File: config.mk
export PLATFORM = sky130hd
export DESIGN_NAME = ram_cache_line
export DESIGN_NICKNAME = d
export VERILOG_FILES = /design/src/rtl/ram_cache_line.sv
export SDC_FILE = /design/constraint.sdc
export NUM_CORES = 1
export LEC_CHECK = 0
export CAP_MARGIN = 10
export CORE_ASPECT_RATIO = 1.5
export CORE_MARGIN = 1.5
export CORE_UTILIZATION = 30
export DETAILED_ROUTE_END_ITERATION = 10
export HOLD_SLACK_MARGIN = 0.15
export RECOVER_POWER = 100
export SLEW_MARGIN = 20
export SYNTH_ARGS = -nofsm -noshare
export SYNTH_HDL_FRONTEND = slang
export SYNTH_SLANG_ARGS = --single-unit
File: constraint.sdc
create_clock -name clock -period 6.25 [get_ports clock]
set_input_delay 1.875 -clock clock [delete_from_list [all_inputs] [get_ports clock]]
set_output_delay 1.875 -clock clock [all_outputs]
set_load 0.02 [all_outputs]
File: src/rtl/ram_cache_line.sv
// ram_cache_line
// ---------------------------------------------------------------------------
// Single-entry write-back / write-allocate cache leaf. It holds one aligned
// xlen-bit word with its tag, valid and dirty state. Hits are answered
// combinationally. Misses and dirty flushes go through a ready-handshaked
// port to the next memory level.
//
// Ports
//   clock                  sole clock, state updates on posedge
//   reset                  asynchronous active-low clear of all state
//   ram_input_load/store/flush  request strobes (flush > store > load)
//   ram_input_address      byte address, low ob bits ignored
//   ram_input_store_value  store data
//   ram_input_store_mask   byte enables for stores
//   address_in_cache       valid and stored tag matches the request tag
//   busy                   request cannot complete this cycle
//   load_value             stored data word
//   mem_read / mem_write   fill / writeback request to backing memory
//   mem_address            {tag, ob zeros} of the current memory request
//   mem_write_value        stored data word (writeback data)
//   mem_read_value         fill data, sampled on the ready edge
//   mem_ready              memory completes the current request this cycle
// ---------------------------------------------------------------------------
module ram_cache_line #(
    parameter bit rv64 = 1'b1,
    localparam int XLEN = rv64 ? 64 : 32,
    localparam int OB   = rv64 ? 3 : 2,
    localparam int TW   = XLEN - OB
) (
    input  logic              clock,
    input  logic              reset,
    input  logic              ram_input_load,
    input  logic              ram_input_store,
    input  logic              ram_input_flush,
    input  logic [XLEN-1:0]   ram_input_address,
    input  logic [XLEN-1:0]   ram_input_store_value,
    input  logic [XLEN/8-1:0] ram_input_store_mask,
    output logic              address_in_cache,
    output logic              busy,
    output logic [XLEN-1:0]   load_value,
    output logic              mem_read,
    output logic              mem_write,
    output logic [XLEN-1:0]   mem_address,
    output logic [XLEN-1:0]   mem_write_value,
    input  logic [XLEN-1:0]   mem_read_value,
    input  logic              mem_ready
);

    typedef enum logic [1:0] {
        ST_IDLE      = 2'd0,
        ST_WRITEBACK = 2'd1,
        ST_FILL      = 2'd2
    } state_t;

    state_t          state_r;
    state_t          next_state_s;
    logic            valid_r;
    logic            dirty_r;
    logic            fill_pend_r;
    logic [TW-1:0]   tag_r;
    logic [TW-1:0]   fill_tag_r;
    logic [XLEN-1:0] data_r;

    logic [TW-1:0]   addr_tag_s;
    logic            hit_s;
    logic            req_s;
    logic            do_store_s;
    logic            start_miss_s;
    logic            start_flush_s;
    logic            wb_done_s;
    logic            fill_done_s;
    logic            unused_addr_bits_s;

    // Byte-wise merge of store data into the held word under the mask.
    function automatic logic [XLEN-1:0] merge_bytes(
        input logic [XLEN-1:0]   old_word,
        input logic [XLEN-1:0]   new_word,
        input logic [XLEN/8-1:0] mask
    );
        logic [XLEN-1:0] result;
        result = old_word;
        for (int i = 0; i < XLEN / 8; i++) begin
            if (mask[i]) begin
                result[8*i +: 8] = new_word[8*i +: 8];
            end else begin
                result[8*i +: 8] = old_word[8*i +: 8];
            end
        end
        return result;
    endfunction

    assign addr_tag_s         = ram_input_address[XLEN-1:OB];
    assign unused_addr_bits_s = ^ram_input_address[OB-1:0];
    assign req_s              = ram_input_load | ram_input_store;

    // The line is never reported present while it is being refilled.
    assign hit_s = valid_r && (tag_r == addr_tag_s) && (state_r != ST_FILL);

    assign address_in_cache = hit_s;
    assign load_value       = data_r;
    assign mem_write_value  = data_r;

    // Next-state, busy and memory-port decode.
    always_comb begin
        next_state_s  = state_r;
        busy          = 1'b0;
        mem_read      = 1'b0;
        mem_write     = 1'b0;
        mem_address   = {tag_r, {OB{1'b0}}};
        do_store_s    = 1'b0;
        start_miss_s  = 1'b0;
        start_flush_s = 1'b0;
        wb_done_s     = 1'b0;
        fill_done_s   = 1'b0;
        case (state_r)
            ST_IDLE: begin
                if (ram_input_flush) begin
                    if (valid_r && dirty_r) begin
                        busy          = 1'b1;
                        start_flush_s = 1'b1;
                        next_state_s  = ST_WRITEBACK;
                    end else begin
                        busy = 1'b0;
                    end
                end else if (req_s) begin
                    if (hit_s) begin
                        do_store_s = ram_input_store;
                    end else begin
                        busy         = 1'b1;
                        start_miss_s = 1'b1;
                        next_state_s = (valid_r && dirty_r) ? ST_WRITEBACK : ST_FILL;
                    end
                end else begin
                    busy = 1'b0;
                end
            end
            ST_WRITEBACK: begin
                mem_write = 1'b1;
                busy      = 1'b1;
                if (mem_ready) begin
                    wb_done_s    = 1'b1;
                    // A pending fill means this writeback was a miss eviction.
                    next_state_s = fill_pend_r ? ST_FILL : ST_IDLE;
                end else begin
                    next_state_s = ST_WRITEBACK;
                end
            end
            ST_FILL: begin
                mem_read    = 1'b1;
                busy        = 1'b1;
                mem_address = {fill_tag_r, {OB{1'b0}}};
                if (mem_ready) begin
                    fill_done_s  = 1'b1;
                    next_state_s = ST_IDLE;
                end else begin
                    next_state_s = ST_FILL;
                end
            end
            default: begin
                next_state_s = ST_IDLE;
            end
        endcase
    end

    // FSM state register.
    always_ff @(posedge clock or negedge reset) begin
        if (!reset) begin
            state_r <= ST_IDLE;
        end else begin
            state_r <= next_state_s;
        end
    end

    // Line contents: tag, data, valid/dirty and the pending fill target.
    always_ff @(posedge clock or negedge reset) begin
        if (!reset) begin
            valid_r     <= 1'b0;
            dirty_r     <= 1'b0;
            fill_pend_r <= 1'b0;
            tag_r       <= {TW{1'b0}};
            fill_tag_r  <= {TW{1'b0}};
            data_r      <= {XLEN{1'b0}};
        end else if (fill_done_s) begin
            data_r      <= mem_read_value;
            tag_r       <= fill_tag_r;
            valid_r     <= 1'b1;
            dirty_r     <= 1'b0;
            fill_pend_r <= 1'b0;
        end else if (wb_done_s) begin
            dirty_r <= 1'b0;
        end else if (start_miss_s) begin
            fill_tag_r  <= addr_tag_s;
            fill_pend_r <= 1'b1;
        end else if (start_flush_s) begin
            fill_pend_r <= 1'b0;
        end else if (do_store_s) begin
            data_r  <= merge_bytes(data_r, ram_input_store_value, ram_input_store_mask);
            dirty_r <= 1'b1;
        end else begin
            dirty_r <= dirty_r;
        end
    end

endmodule

# Yosys cells after proc, flatten, opt, wreduce, memory -nomap -nowiden
# Index checks and enable logic that the tools add are counted.
# totals
ff_bits	191
input_bits	206
out_inout_bits	196
elab_cells	107
# op_classes
eq_ne	12
muxes	50
n_bitwise	3
n_reduce_logical	28
# op_table
cell	count
$mux W64	6
$mux W8	8
$eq A61 B61 Y1	1
$reduce_and A5 Y1	8
$mux W1	26
$reduce_bool A2 Y1	9
$mux W2	8
$ne A3 B3 Y1 const B	3
$reduce_and A3 Y1	3
$ne A2 B1 Y1 const B	3
$ne A3 B1 Y1 const B	2
$pmux W2 S3	1
$reduce_bool A3 Y1	2
$logic_and A1 B1 Y1	3
$eq A2 B1 Y1 const B	1
$eq A2 B2 Y1 const B	1
$logic_not A2 Y1	1
$ne A2 B2 Y1 const B	1
$not A1 Y1	2
$pmux W1 S2	1
$reduce_and A2 Y1	1
$reduce_or A2 Y1	1
$or A1 B1 Y1	1

# Logic depth before layout (Yosys ltp)
# Gate-level depths: netlist of the first run.
# depth
depth_word	12
depth_mapped	10
depth_no_buf	8

# Worst setup path after synthesis of the first run
# OpenSTA, ideal clock, no wires.
# synth_path
kind	in2out
start	in ram_input_address[45]
end	out busy
arrival_time_ns	3.606
t_required_ns	4.375
slack_ns	0.769
cell_stages	7
path_buffers	0
cell_sequence	xor2_1 nor4_1 nand4_1 a2111oi_4 a211oi_1 o21ai_0 a21oi_1
# synth_via
elab_chain_cells	7
# synth_rtl
element	line	rtl
start: declaration	35	input logic [XLEN-1:0] ram_input_address,
$eq A61 B61 Y1	97	assign hit_s = valid_r && (tag_r == addr_tag_s) && (state_r != ST_FILL);
$logic_and A1 B1 Y1 (2 in series)	97	
$mux W1	126	if (hit_s) begin
$mux W1	125	end else if (req_s) begin
$mux W1	117	if (ram_input_flush) begin
$pmux W1 S2	115	case (state_r)
end: declaration	39	output logic busy,
# No other way between the ends.

# Worst setup path in the final report of the first run
# layout_path
start	in ram_input_address[46]
end	out address_in_cache
# layout_via
elab_chain_cells	3
# layout_rtl
element	line	rtl
$eq A61 B61 Y1	97	
$logic_and A1 B1 Y1 (2 in series)	97	
end: declaration	38	output logic address_in_cache,
# No other way between the ends.

==> reports/metrics.yaml, run 1 <==
route:
  dr.pass1.iters: 5
  drt-initial-drc-count: 286
  ant_nets: 0
  wirelength_microns: 32000
  wl_per_cell_microns: 18.8
  vias: 7896
  drc: 0
  viasPerCell: 4.64
worst_setup_path:
  crit_required_ps: 4380
  path_max_fanout: 9
  start_kind: "input port"
  cp.arrival_ps: 4230
  cp-end-kind: "output port"
  r2r_slack_ps: 1090
  rr_worst_depth: 6
  crit_type: "input port to output port"
  timing.rr.end: "load_value[48]$_DFFE_PN0P_"
  r2r_start: "state_r[0]$_DFFE_PN0P_"
floorplanning:
  die-area_sq_mm: 0.0337
  chipHeight_microns: 224
  ios: 402
  start_util_pct: 30.6
  dieWidth_microns: 150
  rows: 80
  core_sq_mm: 0.0319
grt:
  grt_max_degree: 97
  grt_busiest_layer: "met2"
  grtUsageMet1_pct: 20.5
  met2_usage_pct: 34.9
  grtUsageMet3_pct: 5.93
  grt_pass1_vias: 8156
  grt_remaining_overflow: 0
  track_usage_pct: 19.2
  antenna_found_initial: 4
  grt_pass1_wl_microns: 48200
logic_synthesis:
  ys_types: 40
  ys_async_sr_fraction_pct: 100
  ys_warn_count: 0
  synth_ff_type: "dfrtp_1"
  synth.avg_cell_area_sq_um: 10.4
  syn-cell-area_sq_mm: 0.00977
  synth-seq-cells: 191
  synth-seq-area-share_pct: 48.9
  synth_edf_count: 0
  netlist_instances: 935
power_and_ir_drop:
  p_leak_nw: 6.86
  power_density_mw_per_mm2: 497
  vdd_ir_drop_max_v: 0.000256
cts:
  path_clk_slew_ps: 80
  cts_tree: "built"
  cts_buffers: 17
  clock_latency_ps: 460
  ctsHoldBuffers: 0
  clk_path_buf_depth: 2
  cts_root_buf: "clkbuf_16"
  htree_levels: 4
  cts_sinks: 191
worst_hold_path:
  worstHoldPathType: "register to register"
  hold_depth: 2
  hold-path-endpoint: "tag_r[41]$_DFFE_PN0P_"
  hold_start: "fill_tag_r[41]$_DFFE_PN0P_"
timing:
  worst_slew_pin_slew_ps: 3270
  finalHoldViolations: 0
  setup-violations-final: 0
  report.final.slew_viol_count: 237
  min_period_ps: 6110
  hold_ws_ps: 477
  finalSetupTns_ps: 0
  fmax_mhz: 164
  rsz0062_at_grt: "no"
  setup_slack_ps: 143
  timing.final.crit_share_pct: 97.7
  slew_headroom_pct: -118
  finClkSkew_ps: 14.4
finish:
  final_layout_size_suffix_gt1_share_pct: 15.3
  layout_commonest_cell: "nand2_1"
  fin_nets: 1487
  layout_common_cells: "nand2_1, clkdlybuf4s50_1, dfrtp_1, dlygate4sd3_1, mux2_2"
  area_growth_pct: 48.1
status:
  violations: "capacitance limit, slew limit"
  outcome: "finished, violations left"
placement:
  hpwl_microns: 23800
  place.gp.congestion: 0.782
  portBuffers: 395
  pre_cts_ws_ps: -470
flow_run:
  max_cap_violations: 4
[cell usage after synthesis (all sizes together) (2+ instances only)]
cell,n,area [sq um]
dfrtp,191,4780
xor2,50,438
mux2i,64,641
nand4,11,119
and3,3,18.8
buf,74,537
a21oi,3,15.0
mux2,119,1340
o22ai,2,12.5
nor2b,6,37.5
nor2,3,11.3
a2111oi,2,36.3
clkbuf,35,131
and2,2,12.5
nand2b,3,18.8
inv,11,41.3
nand2,248,931
nor3b,2,15.0
o21ai,74,370
ha,4,50.1
xnor2,2,17.5
nor4,14,93.8
[state kept, by name, indices dropped and copies added (netlist names)]
signal and flops:
fill_pend_r 1, load_value 64, dirty_r 1, valid_r 1, state_r 2, tag_r 61, fill_tag_r 61
[routing by layer]
layer	up-vias	part of all wire (%)
met4	4	2.3
met2	285	53
met5	-	0.075
met3	42	8.1
li1	3764	-
met1	3801	36
[worst max-delay path by stage]
stage	from	to	slack (ps)
after floorplan	ram_input_address[45]	busy	770
after global placement	ram_input_address[26]	busy	-440
after detailed placement	ram_input_address[26]	busy	-470
after CTS	ram_input_address[46]	busy	10
after global routing	ram_input_address[45]	address_in_cache	40
final	ram_input_address[46]	address_in_cache	140
[worst max-delay path: stages]
cell             delay [ps]
clkdlybuf4s50_1         430
xor2_1                  180
buf_4                   160
nor4_4                  290
buf_4                   150
nand4_1                 130
a2111oi_4               300
buf_4                   190
buf_6                   160
and2_4                  160
buf_2                   210
[kinds of logic (layout without fill, tap and decap cells)]
| kind of cell | Yosys count | in the layout | share of synthesized area [%] |
|---|---|---|---|
| and+or+nand+nor | 293 | 293 | 13.0 |
| DFF | 191 | 191 | 48.9 |
| muxes | 183 | 183 | 20.3 |
| buffers and inverters | 120 | 473 | 7.26 |
| AOI/OAI and AO/OA | 91 | 91 | 5.35 |
| xor gates and xnor gates | 52 | 52 | 4.66 |
| adders and majority gates | 4 | 4 | 0.512 |
| other | 1 | 5 | 0.0384 |
[what timing repair did]
action / in CTS / in global routing
setup endpoints to repair: 2 / 2
gates resized for setup: 11 / 5
pin swaps: 1 / 2
buffers inserted: 0 / 0
[layout make-up]
cell class	count	area, sq um
diodes	2	5.00
clock buffers	18	439
clock inverters	14	169
fillers	3089	17500
inverters	11	41.3
multi-input cells	626	4320
flip-flops and latches	191	4780
well taps	410	513
repair buffers	430	4200
[metrics by stage]
| stage | utilization [%] | power (mW) | std cells | instance area [sq um] |
|---|---|---|---|---|
| after floorplan | - | 4.58 | 937 | 9780 |
| after detailed placement | 43.5 | 6.37 | 1668 | 13900 |
| after global placement | 43.5 | 6.31 | 1668 | 13900 |
| after CTS | 45.6 | 7.57 | 1700 | 14500 |
| after global routing | 45.3 | 7.67 | 1702 | 14500 |
| final | 45.3 | 7.19 | 1702 | 14500 |
[report_power, final]
part | leakage, nW | switching [mW] | internal, mW
Combinational | 4.21 | 1.98 | 1.77
Sequential | 2.35 | 0.457 | 1.82
Clock | 0.297 | 0.539 | 0.616
Total | 6.86 | 2.98 | 4.20
No activity file was read; power rests on OpenSTA's default activity.
==> run 2, diff against run 1 <==
--- a/config.mk
+++ b/config.mk
@@ -10,8 +10,9 @@
 export CORE_MARGIN = 1.5
 export CORE_UTILIZATION = 30
 export DETAILED_ROUTE_END_ITERATION = 10
-export HOLD_SLACK_MARGIN = 0.15
+export HOLD_SLACK_MARGIN = 0.03
 export RECOVER_POWER = 100
+export REMOVE_ABC_BUFFERS = 1
 export SLEW_MARGIN = 20
 export SYNTH_ARGS = -nofsm -noshare
 export SYNTH_HDL_FRONTEND = slang
==> constraint.sdc (replaced) <==
create_clock -name clock -period 6.25 [get_ports clock]
set_input_delay 0.625 -clock clock [delete_from_list [all_inputs] [get_ports clock]]
set_output_delay 0.625 -clock clock [all_outputs]
set_load 0.02 [all_outputs]
==> run 2 against run 1 <==
The flow still finishes with violations (capacitance limit, slew limit). Non-clock buffer count is 28 lower. Clock skew is 2.5 ps lower. Sequential cell count stayed put. First-iteration DRC count is 26% lower. Total power is 2.8% lower. Cell area is 1.7% lower. Global-route usage is 1.0 points lower. Critical path depth is 4 lower. Clock power is 6% lower. Critical path type is now register to register. Largest cell class unchanged. Largest power group unchanged.
==> reports/metrics.yaml, run 2 (synthesis results as in run 1) <==
cts:
  cts_sinks: 191  # unchanged
  path_clk_slew_ps: 70  # was 80 ps
  clock_latency_ps: 450  # was 460 ps
  cts_tree: "built"  # unchanged
  cts_root_buf: "clkbuf_16"  # unchanged
  ctsHoldBuffers: 0  # unchanged
  ctsResizeCount: 0  # was 11
  htree_levels: 4  # unchanged
  post_cts_buffers: 0  # unchanged
  clk_path_buf_depth: 2  # unchanged
  cts_buffers: 17  # unchanged
worst_hold_path:
  hold-path-endpoint: "tag_r[5]$_DFFE_PN0P_"  # was tag_r[41]$_DFFE_PN0P_
  hold_start: "fill_tag_r[5]$_DFFE_PN0P_"  # was fill_tag_r[41]$_DFFE_PN0P_
  worstHoldPathType: "register to register"  # unchanged
  hold_depth: 2  # unchanged
timing:
  min_period_ps: 4630  # was 6110 ps
  rsz0062_at_grt: "no"  # unchanged
  setup-violations-final: 0  # unchanged
  worst_slew_pin_slew_ps: 3890  # was 3270 ps
  fmax_mhz: 216  # was 164 MHz
  slew_headroom_pct: -159  # was -118%
  hold_ws_ps: 483  # was 477 ps
  finalHoldViolations: 0  # unchanged
  finalSetupTns_ps: 0  # unchanged
  report.final.slew_viol_count: 212  # was 237
  timing.final.crit_share_pct: 74.0  # was 97.7%
  finClkSkew_ps: 11.9  # was 14.4 ps
finish:
  largest_register_ffs: 64  # unchanged
  layout_commonest_cell: "nand2_1"  # unchanged
  final_cells: 1673  # was 1702
  fin_nets: 1459  # was 1487
  layout_common_cells: "nand2_1, clkdlybuf4s50_1, dlygate4sd3_1"  # was nand2_1, clkdlybuf4s50_1, dfrtp_1, dlygate4sd3_1, mux2_2
  final_layout_size_suffix_gt1_share_pct: 12.7  # was 15.3%
  area_growth_pct: 45.5  # was 48.1%
flow_run:
  max_cap_violations: 3  # was 4
worst_setup_path:
  cp.arrival_ps: 4960  # was 4230 ps
  crit_type: "register to register"  # was input port to output port
  start_kind: "register"  # was input port
  slowest_stage: "and2_1"  # was clkdlybuf4s50_1
  timing.rr.end: "load_value[30]$_DFFE_PN0P_"  # was load_value[48]$_DFFE_PN0P_
  crit_required_ps: 6580  # was 4380 ps
  slowest_delay_ps: 2350  # was 430 ps
  cp-end-kind: "register"  # was output port
  rr_worst_depth: 7  # was 6
  r2r_start: "state_r[0]$_DFFE_PN0P_"  # unchanged
  r2r_slack_ps: 1620  # was 1090 ps
  worstPathCellList: "inv_1 > ha_1 > buf_4 > and2_1 > buf_12 > nand2_1 > o21ai_0"  # was clkdlybuf4s50_1 > xor2_1 > buf_4 > nor4_4 > buf_4 > nand4_1 > a2111oi_4 > buf_4 > buf_6 > and2_4 > buf_2
  path_max_fanout: 117  # was 9
grt:
  grt_pass1_wl_microns: 46000  # was 48200 microns
  grt_max_degree: 118  # was 97
  antenna_found_initial: 5  # was 4
  grt_pass1_vias: 7963  # was 8156
  grt_remaining_overflow: 0  # unchanged
  track_usage_pct: 18.1  # was 19.2%
placement:
  portBuffers: 395  # unchanged
  place.gp.congestion: 0.781  # was 0.782
  dp.cells: 1640  # was 1668
  hpwl_microns: 22200  # was 23800 microns
route:
  wl_per_cell_microns: 18.2  # was 18.8 microns
  drc: 0  # unchanged
  viasPerCell: 4.59  # was 4.64
  drt-initial-drc-count: 213  # was 286
  vias: 7674  # was 7896
  wirelength_microns: 30400  # was 32000 microns
  dr.pass1.iters: 4  # was 5
  ant_nets: 0  # unchanged
floorplanning:
  chipHeight_microns: 224  # unchanged
  rows: 80  # unchanged
  dieWidth_microns: 150  # unchanged
  die-area_sq_mm: 0.0337  # unchanged
  ios: 402  # unchanged
  core_sq_mm: 0.0319  # unchanged
  start_util_pct: 30.6  # unchanged
power_and_ir_drop:
  power_density_mw_per_mm2: 491  # was 497 mW/mm^2
  p_leak_nw: 6.78  # was 6.86 nW
  vdd_ir_drop_max_v: 0.000291  # was 0.000256 V
status:
  outcome: "finished, violations left"  # unchanged
  violations: "capacitance limit, slew limit"  # unchanged
==> run 2: changes by cell type in the layout (fill, tap and decap cells not counted), moves of 3 or more <==
cell,delta
buf_4,-22
inv_6,-5
nand4_1,-5
nand4_2,+5
nor4_1,+5
nor4_2,-5
clkbuf_2,-3
dlygate4sd3_1,+3
==> run 2: final cells by class <==
cell class	instances	area [sq um]
tap	410	513
clock buffer	21	450
antenna	3	7.51
sequential	191	4780
multi-input combinational	626	4310
clock inverter	9	113
fill	3035	17700
inverter	11	41.3
timing repair buffer	402	4010
==> run 2: how the worst max path moves through the flow <==
stage	start	endpoint	slack, ps	cells past startpoint
floorplan	state_r[0]$_DFFE_PN0P_	fill_tag_r[0]$_DFFE_PN0P_	120	6
global placement	ram_input_address[12]	busy	1920	9
detailed placement	ram_input_address[12]	busy	1890	9
CTS	ram_input_address[12]	busy	1880	9
global route	reset	load_value[13]$_DFFE_PN0P_	1020	2
finish	state_r[0]$_DFFE_PN0P_	load_value[30]$_DFFE_PN0P_	1620	7
==> run 2: power breakdown <==
part / switching (mW) / internal [mW] / total [mW]
logic: 1.90 / 1.71 / 3.62
clock network: 0.488 / 0.598 / 1.09
registers: 0.461 / 1.82 / 2.28
==> run 2: layer usage <==
layer  global-route usage, %  share of wire (%)  vias to the layer above  wire length [microns]
met1                    20.2                 39                     3685                  11800
met2                    32.6                 53                      249                  16000
met5                       0              0.082                        -                     25
li1                        -                  -                     3709                      -
met3                    5.15                6.6                       27                   2020
met4                    6.07                1.9                        4                    564
==> run 2: critical path, delay by kind of cell, from the launching register on <==
kind / cells / cell delay, ps
adders and majority gates: 1 / 170
and+or+nand+nor: 2 / 2500
AOI/OAI and AO/OA: 1 / 90
DFF: 1 / 410
buffers and inverters: 3 / 1230
==> run 2: stage by stage <==
stage / worst slack (ps) / instance area (sq um) / power, mW / utilization (%)
detailed placement: 1890 / 13700 / 6.25 / 42.8
finish: 1620 / 14200 / 6.98 / 44.5
global route: 1020 / 14200 / 7.46 / 44.5
CTS: 1880 / 14200 / 7.36 / 44.6
floorplan: 122 / 9110 / 4.32 / -
global placement: 1920 / 13700 / 6.19 / 42.8
==> run 3, diff against run 2 <==
==> constraint.sdc (replaced) <==
create_clock -name clock -period 4.59 [get_ports clock]
set_input_delay 0.459 -clock clock [delete_from_list [all_inputs] [get_ports clock]]
set_output_delay 0.459 -clock clock [all_outputs]
set_load 0.02 [all_outputs]
==> run 3 against run 2 <==
The flow still finishes with violations (capacitance limit, slew limit). Final cell count up 0.12%. Non-clock buffer count up 1. Clock-buffer cell count down 2. Cell area up 0.51%. Sequential cell count unchanged. Critical path depth up 2. Total power up 37%. Global-route usage about the same. Via count up 1.5%. First-iteration DRC count down 15%. Critical path type is now input port to output port. Largest cell class unchanged.
==> reports/metrics.yaml, run 3 (synthesis results as in run 1) <==
status:
  outcome: "finished, violations left"  # unchanged
  violations: "capacitance limit, slew limit"  # unchanged
timing:
  finalSetupTns_ps: 0  # unchanged
  report.final.slew_viol_count: 290  # was 212
  fmax_mhz: 256
  finClkSkew_ps: 10.7  # was 11.9 ps
  rsz0062_at_grt: "no"  # unchanged
  slew_headroom_pct: -114  # was -159%
  finalHoldViolations: 0  # unchanged
  worst_slew_pin_slew_ps: 3210  # was 3890 ps
  min_period_ps: 3910
  timing.final.crit_share_pct: 85.1
  setup-violations-final: 0  # unchanged
  setup_slack_ps: 682  # was 1620 ps
floorplanning:
  chipHeight_microns: 224  # unchanged
  dieWidth_microns: 150  # unchanged
  start_util_pct: 30.6  # unchanged
  die-area_sq_mm: 0.0337  # unchanged
  core_sq_mm: 0.0319  # unchanged
  ios: 402  # unchanged
  rows: 80  # unchanged
worst_setup_path:
  timing.rr.end: "load_value[19]$_DFFE_PN0P_"  # was load_value[30]$_DFFE_PN0P_
  r2r_start: "state_r[0]$_DFFE_PN0P_"  # unchanged
  cp.arrival_ps: 3450  # was 4960 ps
  start_kind: "input port"  # was register
  rr_worst_depth: 6  # was 7
  r2r_slack_ps: 890  # was 1620 ps
  crit_type: "input port to output port"  # was register to register
  cp-end-kind: "output port"  # was register
  crit_required_ps: 4130  # was 6580 ps
  path_max_fanout: 3  # was 117
cts:
  clk_path_buf_depth: 2  # unchanged
  path_clk_slew_ps: 80  # was 70 ps
  cts_root_buf: "clkbuf_16"  # unchanged
  clock_latency_ps: 440  # was 450 ps
  cts_tree: "built"  # unchanged
  cts_buffers: 17  # unchanged
  htree_levels: 4  # unchanged
  cts_sinks: 191  # unchanged
placement:
  place.gp.congestion: 0.799  # was 0.781
  placed_area_sq_mm: 0.0137  # about the same
  hpwl_microns: 22500  # was 22200 microns
  pre_cts_ws_ps: 636  # was 1890 ps
  portBuffers: 395  # unchanged
worst_hold_path:
  hold_start: "fill_tag_r[50]$_DFFE_PN0P_"  # was fill_tag_r[5]$_DFFE_PN0P_
  hold_depth: 2  # unchanged
  worstHoldPathType: "register to register"  # unchanged
  hold-path-endpoint: "tag_r[50]$_DFFE_PN0P_"  # was tag_r[5]$_DFFE_PN0P_
route:
  vias: 7788  # was 7674
  wl_met3_microns: 2030  # was 2020 microns
  met1Wirelength_microns: 11400  # was 11800 microns
  ant_nets: 0  # unchanged
  drc: 0  # unchanged
  wirelength_microns: 30600  # was 30400 microns
  wl_per_cell_microns: 18.3  # was 18.2 microns
  route.met2.wl_microns: 16400  # was 16000 microns
  viasPerCell: 4.65  # was 4.59
  top_layer: "met5"  # unchanged
  drt-initial-drc-count: 180  # was 213
  dr.pass1.iters: 4  # unchanged
grt:
  antenna_found_initial: 4  # was 5
  grt_pass1_wl_microns: 46100  # was 46000 microns
  grt_pass1_vias: 8005  # was 7963
  grt_max_degree: 125  # was 118
  track_usage_pct: 18.2  # was 18.1%
  grt_remaining_overflow: 0  # unchanged
flow_run:
  max_cap_violations: 4  # was 3
power_and_ir_drop:
  p_leak_nw: 6.83  # was 6.78 nW
  vdd_ir_drop_max_v: 0.000361  # was 0.000291 V
  power_density_mw_per_mm2: 672  # was 491 mW/mm^2
  total_power_mw: 9.60  # was 6.98 mW
finish:
  fin_nets: 1460  # was 1459
  area_growth_pct: 46.3  # was 45.5%
  fill_cells: 3086  # was 3035
  multiInputGateArea_sq_mm: 0.00430  # was 0.00431 sq mm
  largest_register_ffs: 64  # unchanged
  layout_common_cells: "nand2_1, clkdlybuf4s50_1, dlygate4sd3_1"  # unchanged
  final_area_sq_mm: 0.0143  # was 0.0142 sq mm
  final_layout_size_suffix_gt1_share_pct: 13.1  # was 12.7%
  post-route-util_pct: 44.8  # was 44.5%
  layout_commonest_cell: "nand2_1"  # unchanged
  seqCellArea_sq_mm: 0.00478  # unchanged
-- run 3: cell count changes in the layout (fill, tap and decap cells not counted), sizes merged --
| cell | delta |
|---|---|
| bufinv | +1 |
| clkbuf | -3 |
| clkdlybuf4s50 | +1 |
| clkinv | +3 |
| clkinvlp | -1 |
| diode | -1 |
| dlymetal6s4s | +1 |
| inv | +1 |
-- run 3: worst max-delay path by stage --
stage / depth (start not counted) / to / start / slack [ps]
after detailed placement: 9 / busy / ram_input_address[13] / 640
final: 9 / busy / ram_input_address[12] / 680
after global routing: 6 / load_value[40]$_DFFE_PN0P_ / state_r[0]$_DFFE_PN0P_ / 370
after global placement: 9 / busy / ram_input_address[12] / 650
after CTS: 8 / busy / tag_r[10]$_DFFE_PN0P_ / 620
after floorplan: 6 / fill_tag_r[0]$_DFFE_PN0P_ / state_r[0]$_DFFE_PN0P_ / -1540
-- run 3: stage by stage --
step / hold WS (ps) / instances
final: 487 / 1675
after global routing: 507 / 1674
after CTS: 492 / 1673
after detailed placement: 474 / 1640
after global placement: 463 / 1640
after floorplan: 163 / 828
-- run 3: final cells by class --
| type | count | share of cell area [%] |
|---|---|---|
| well taps | 410 | 3.59 |
| diodes | 2 | 0.0350 |
| flip-flops and latches | 191 | 33.4 |
| multi-input cells | 626 | 30.1 |
| clock buffers | 19 | 3.17 |
| repair buffers | 403 | 28.3 |
| clock inverters | 13 | 1.13 |
| inverters | 11 | 0.289 |
-- run 3: worst max-delay path, cell delays in order --
cell and delay [ps]:
clkdlybuf4s50_1 450, xor2_1 160, nor4_1 450, nand4_1 320, nor4_1 480, a211oi_1 180
o21ai_0 180, a21oi_1 90, dlygate4sd3_1 670
-- run 3: per-layer routing --
metal | GRT usage [%] | vias to the layer above
met5 | 0 | -
met4 | 6.96 | 4
met1 | 19.4 | 3790
met2 | 33.5 | 253
met3 | 4.77 | 30
li1 | - | 3711
-- run 3: what timing repair did --
| action | 4_1_cts | 5_1_grt |
|---|---|---|
| setup buffers | 0 | 0 |
| gates resized for setup | 0 | 0 |
| hold buffers | 1 | 0 |
| endpoints found under the hold margin | 19 | 0 |
-- run 3: power by group --
part	internal (mW)	leakage, nW	switching (mW)
clock	0.890	0.309	0.682
combinational	2.33	4.17	2.59
sequential	2.48	2.35	0.635
